--- config.mk ---
export PLATFORM = sky130hd
export DESIGN_NAME = mux41_rr_arb
export DESIGN_NICKNAME = d
export VERILOG_FILES = /design/src/rtl/mux41_rr_arb.sv
export SDC_FILE = /design/constraint.sdc
export NUM_CORES = 1
export LEC_CHECK = 0
export ABC_AREA = 1
export CAP_MARGIN = 40
export CORE_MARGIN = 5
export CORE_UTILIZATION = 49
export DETAILED_ROUTE_END_ITERATION = 16
export HOLD_SLACK_MARGIN = 0.06
export PLACE_DENSITY = 0.77
export SYNTH_ARGS = -nofsm -noshare
export SYNTH_HDL_FRONTEND = slang
export SYNTH_SLANG_ARGS = --single-unit
--- constraint.sdc ---
create_clock -name clk -period 1.9 [get_ports clk]
set_input_delay 0.19 -clock clk [delete_from_list [all_inputs] [get_ports clk]]
set_output_delay 0.19 -clock clk [all_outputs]
set_load 0.005 [all_outputs]
--- src/rtl/mux41_rr_arb.sv ---
// mux41_rr_arb: four-requester round-robin arbiter that owns the select of a
// shared 4:1 single-bit mux. Grant, select and valid are registered; y is the
// combinational mux output (a[s] while valid, else 0).
//
// Optional build macro: MUX41_RR_ARB_TIMEOUT_EN
//   defined   - an owner holding the mux for MAX_HOLD consecutive cycles is
//               released when another source is waiting.
//   undefined - no hold counter; the owner keeps the mux until it drops req.
//
// state | meaning
// IDLE  | nobody owns the mux; gnt=0, valid=0, s holds its last value
// GRANT | source s owns the mux; gnt=1<<s, valid=1

module mux41_rr_arb #(
  parameter int MAX_HOLD = 8,
  parameter int CNT_W    = 8
) (
  input  logic       clk,
  input  logic       rst,
  input  logic [3:0] req,
  input  logic [3:0] a,
  output logic [3:0] gnt,
  output logic [1:0] s,
  output logic       valid,
  output logic       y
);

  localparam bit CFG_OK = (MAX_HOLD >= 2) && (MAX_HOLD <= 255) &&
                          ((2 ** CNT_W) > MAX_HOLD);

  // Reject parameter sets the hold counter cannot represent.
  if (!CFG_OK) begin : g_bad_cfg
    $error("mux41_rr_arb: MAX_HOLD must be 2..255 and fit in CNT_W bits");
  end

  typedef enum logic {
    IDLE  = 1'b0,
    GRANT = 1'b1
  } state_t;

  state_t     state_q, state_d;
  logic [3:0] gnt_q, gnt_d;
  logic [1:0] s_q, s_d;
  logic       valid_q, valid_d;
  logic [1:0] last_q, last_d;
  logic       take;
  logic [1:0] win;
`ifdef MUX41_RR_ARB_TIMEOUT_EN
  logic [CNT_W-1:0] cnt_q, cnt_d;
  logic [3:0]       others;
  localparam logic [CNT_W-1:0] HOLD_LAST = CNT_W'(MAX_HOLD - 1);
`endif

  // First requester in r searching base+1, base+2, base+3, base (mod 4).
  function automatic logic [1:0] rr_pick(input logic [3:0] r,
                                         input logic [1:0] base);
    logic [1:0] idx;
    rr_pick = base;
    for (int k = 4; k >= 1; k--) begin
      idx = base + 2'(k);
      if (r[idx]) rr_pick = idx;
    end
  endfunction

  // Next-state, arbitration and hold-counter logic.
  always_comb begin
    state_d = state_q;
    gnt_d   = gnt_q;
    s_d     = s_q;
    valid_d = valid_q;
    last_d  = last_q;
    take    = 1'b0;
    win     = 2'd0;
`ifdef MUX41_RR_ARB_TIMEOUT_EN
    cnt_d   = cnt_q;
    others  = req & ~gnt_q;
`endif
    case (state_q)
      IDLE: begin
        if (|req) begin
          take = 1'b1;
          win  = rr_pick(req, last_q);
        end
      end
      GRANT: begin
        if (req[s_q]) begin
`ifdef MUX41_RR_ARB_TIMEOUT_EN
          if ((cnt_q == HOLD_LAST) && (|others)) begin
            take = 1'b1;
            win  = rr_pick(others, s_q);
          end else if (cnt_q != HOLD_LAST) begin
            cnt_d = cnt_q + 1'b1;
          end
`endif
        end else if (|req) begin
          // Owner dropped with others waiting: hand over without a bubble.
          take = 1'b1;
          win  = rr_pick(req, s_q);
        end else begin
          state_d = IDLE;
          gnt_d   = 4'b0000;
          valid_d = 1'b0;
        end
      end
      default: state_d = IDLE;
    endcase
    if (take) begin
      state_d = GRANT;
      s_d     = win;
      gnt_d   = 4'b0001 << win;
      valid_d = 1'b1;
      last_d  = win;
`ifdef MUX41_RR_ARB_TIMEOUT_EN
      cnt_d   = '0;
`endif
    end
  end

  // State and output registers; pointer resets to 3 so source 0 goes first.
  always_ff @(posedge clk or posedge rst) begin
    if (rst) begin
      state_q <= IDLE;
      gnt_q   <= 4'b0000;
      s_q     <= 2'd0;
      valid_q <= 1'b0;
      last_q  <= 2'd3;
`ifdef MUX41_RR_ARB_TIMEOUT_EN
      cnt_q   <= '0;
`endif
    end else begin
      state_q <= state_d;
      gnt_q   <= gnt_d;
      s_q     <= s_d;
      valid_q <= valid_d;
      last_q  <= last_d;
`ifdef MUX41_RR_ARB_TIMEOUT_EN
      cnt_q   <= cnt_d;
`endif
    end
  end

  // Mux output: selected source bit, forced low while idle.
  always_comb begin
    y = valid_q ? a[s_q] : 1'b0;
  end

  assign gnt   = gnt_q;
  assign s     = s_q;
  assign valid = valid_q;

endmodule

==> results.yml <==
floorplan:
  rows: 15
  coreArea_um2: 1689
  die_h_um: 51.79
  start_util: 0.5067
  dieArea_um2: 2682
  io_pins: 18
  fp.dieW_um: 51.79
routing:
  ant_nets: 0
  wl_per_cell_um: 11.40
  routed-via-count: 894
  vias_per_cell: 5.051
  drtIter0Drc: 18
  detail_route.first_pass.iterations: 5
  drc: 0
  drt-total-wl_um: 2018
sta:
  fin_tns_setup_ps: 0
  setup_viol: 0
  hold_violations: 0
  final_max_slew_viol_count: 0
  timing.hold.ws_ps: 190.6
  worstMarginPinSlew_ps: 354.8
  fin_crit_ps: 1771
  finClkSkew_ps: 2.647
  finalCritPeriodShare: 0.9324
  layout_setup_ws_ps: 128.5
  fmax_mhz: 564.5
  slew_headroom: 0.7632
final_layout:
  finish.utilization: 0.6733
  antennaDiodeCount: 0
  stdcell_count: 177
  n_fill_cell: 151
  nets: 171
  seqCellArea_um2: 255.2
  area_growth_pct: 32.89
  drive_gt1_frac: 0.2750
  multi_input_area_um2: 540.5
clock_tree:
  clkSinkCount: 10
  postCtsHoldBufs: 0
  clockBufferDepth: 2
  numCtsBuffers: 3
  path_clk_slew_ps: 70
  htreeDepth: 1
  clock_latency_ps: 260
  cts_root_buffer: "clkbuf_4"
  cts_tree: "yes"
grt:
  antenna_found_initial: 0
  grt_pass1_wl_um: 3477
  grt_overflow: 0
  track_usage: 0.1686
  grt_pass1_vias: 857
  grt_max_degree: 11
placement:
  io_buffer_count: 17
  pre_cts_slack_ps: 116.5
  routabilityCongestion: 0.9046
  dp.cells: 170
  hpwl_um: 1579
setup_path:
  end_kind: "register"
  cp_data_arrival_time_ps: 1920
  cp_common_cell: "buf_4"
  slowest_delay_ps: 440
  cpLargestDelayFamily: "simple AND/OR/NAND/NOR gates"
  crit_buf_inv: 3
  crit_type: "register to register"
  path_max_fanout: 8
  r2r-start: "s[0]$_DFFE_PP0P_"
  cpMaxStageDelayCell: "dfrtp_2"
  worstPathCellList: "buf_4 -> buf_4 -> buf_4 -> nand2_1 -> nand3_1 -> nand2_2 -> nand4_1 -> nor2_4 -> nor2_4 -> nand4_1 -> nand2_1"
  crit_start: "s[0]$_DFFE_PP0P_"
  cp-start-kind: "register"
  cp_data_required_time_ps: 2050
synth:
  synth_flop_cell: "dfrtp_1"
  syn_nets: 146
  synth-seq-cells: 10
  async_flop_share: 1.000
  yosys.area.top_type_share: 0.2632
  syn_avg_cell_area_um2: 6.293
  syn_area_um2: 855.8
  synth_area_leaders: "nand2_1 (26%), dfrtp_1 (23%), dfstp_2 (6.1%), nand2_2 (5.8%), nand3_1 (5.3%)"
  synth_common_cells: "nand2_1 (60), inv_1 (11), nand3_1 (9)"
  ys_types: 21
  synth-seq-area-share: 0.2953
  synth-edff-count: 0
  yosysMostFrequentCell: "nand2_1"
  yosys_warnings: 0
  syn_inst: 136
  synth_largest_area_cell: "nand2_1"
run:
  cap_violations: 0
power:
  power-per-cell-area_nw_per_um2: 1846
  ir_drop_v: 0.001075
  power_leakage_nw: 0.6066
worst_hold_path:
  holdCritPathClass: "primary input to async pin"
run_status:
  status: "finished, final reports clean"
## power breakdown
part | internal, W | switching (W) | total [W]
logic | 0.000615 | 0.000860 | 0.00148
registers | 0.000336 | 0.000100 | 0.000436
clock network | 0.000116 | 0.0000709 | 0.000187
## metrics by stage
step,power [W],area (um^2)
2_1_floorplan,0.001417,855.8
3_3_place_gp,0.001774,1044
3_5_place_dp,0.001795,1044
4_1_cts,0.002002,1082
5_1_grt,0.002349,1137
6_report,0.002099,1137
## cell usage in the layout, fill, tap and decap left out, drive strengths merged, types with 2 or more instances in the layout
master and n:
nand2 68, inv 19, clkdlybuf4s50 16, nand3 11, nor2 10, o21ai 9
dfrtp 8, buf 5, clkbuf 4, nand4 3, a21oi 2, dfstp 2
## flip-flops by register name, summed over array words and instances, names as in the netlist
| signal | cells |
|---|---|
| s | 2 |
| last_q | 2 |
| valid | 1 |
| gnt | 4 |
| state_q | 1 |
## final timing paths
kind                       cells after the start                     to  slack, ps
min in group clk                               2     gnt[0]$_DFFE_PP0P_        490
min                                            2      valid$_DFFE_PP0P_        190
min reg2reg                                    2     gnt[0]$_DFFE_PP0P_        490
max reg2reg                                   11     gnt[0]$_DFFE_PP0P_        130
max in group asynchronous                      2  last_q[1]$_DFFE_PP1P_       1410
max                                           11     gnt[0]$_DFFE_PP0P_        130
## cell families (layout without fill, tap and decap cells)
kind of cell / count (synthesis) / in the layout / share of synthesized area
and+or+nand+nor: 92 / 92 / 0.5132
AOI/OAI and AO/OA: 13 / 13 / 0.08334
buffers and inverters: 21 / 45 / 0.1082
DFF: 10 / 10 / 0.2953
## layer usage
metal,wire length [um],share of wire,vias up,GRT usage
li1,-,-,471,-
met1,949,0.47,397,0.2114
met5,0,0,-,0
met2,980,0.49,22,0.2945
met4,23,0.011,0,0.05240
met3,65,0.032,4,0.02579
## what timing repair did
item                                    in CTS  in global routing
endpoints found under the setup margin       1                  1
setup buffers                                0                  3
pin swaps                                    0                  5
gates resized for setup                      2                  9
## cell type report
type,count,area share
clock buffers,4,0.03190
inverters,19,0.06491
multi-input cells,105,0.4752
flip-flops and latches,10,0.2244
well taps,17,0.01870
repair buffers,22,0.1848
No activity file was read; power rests on OpenSTA's default activity.
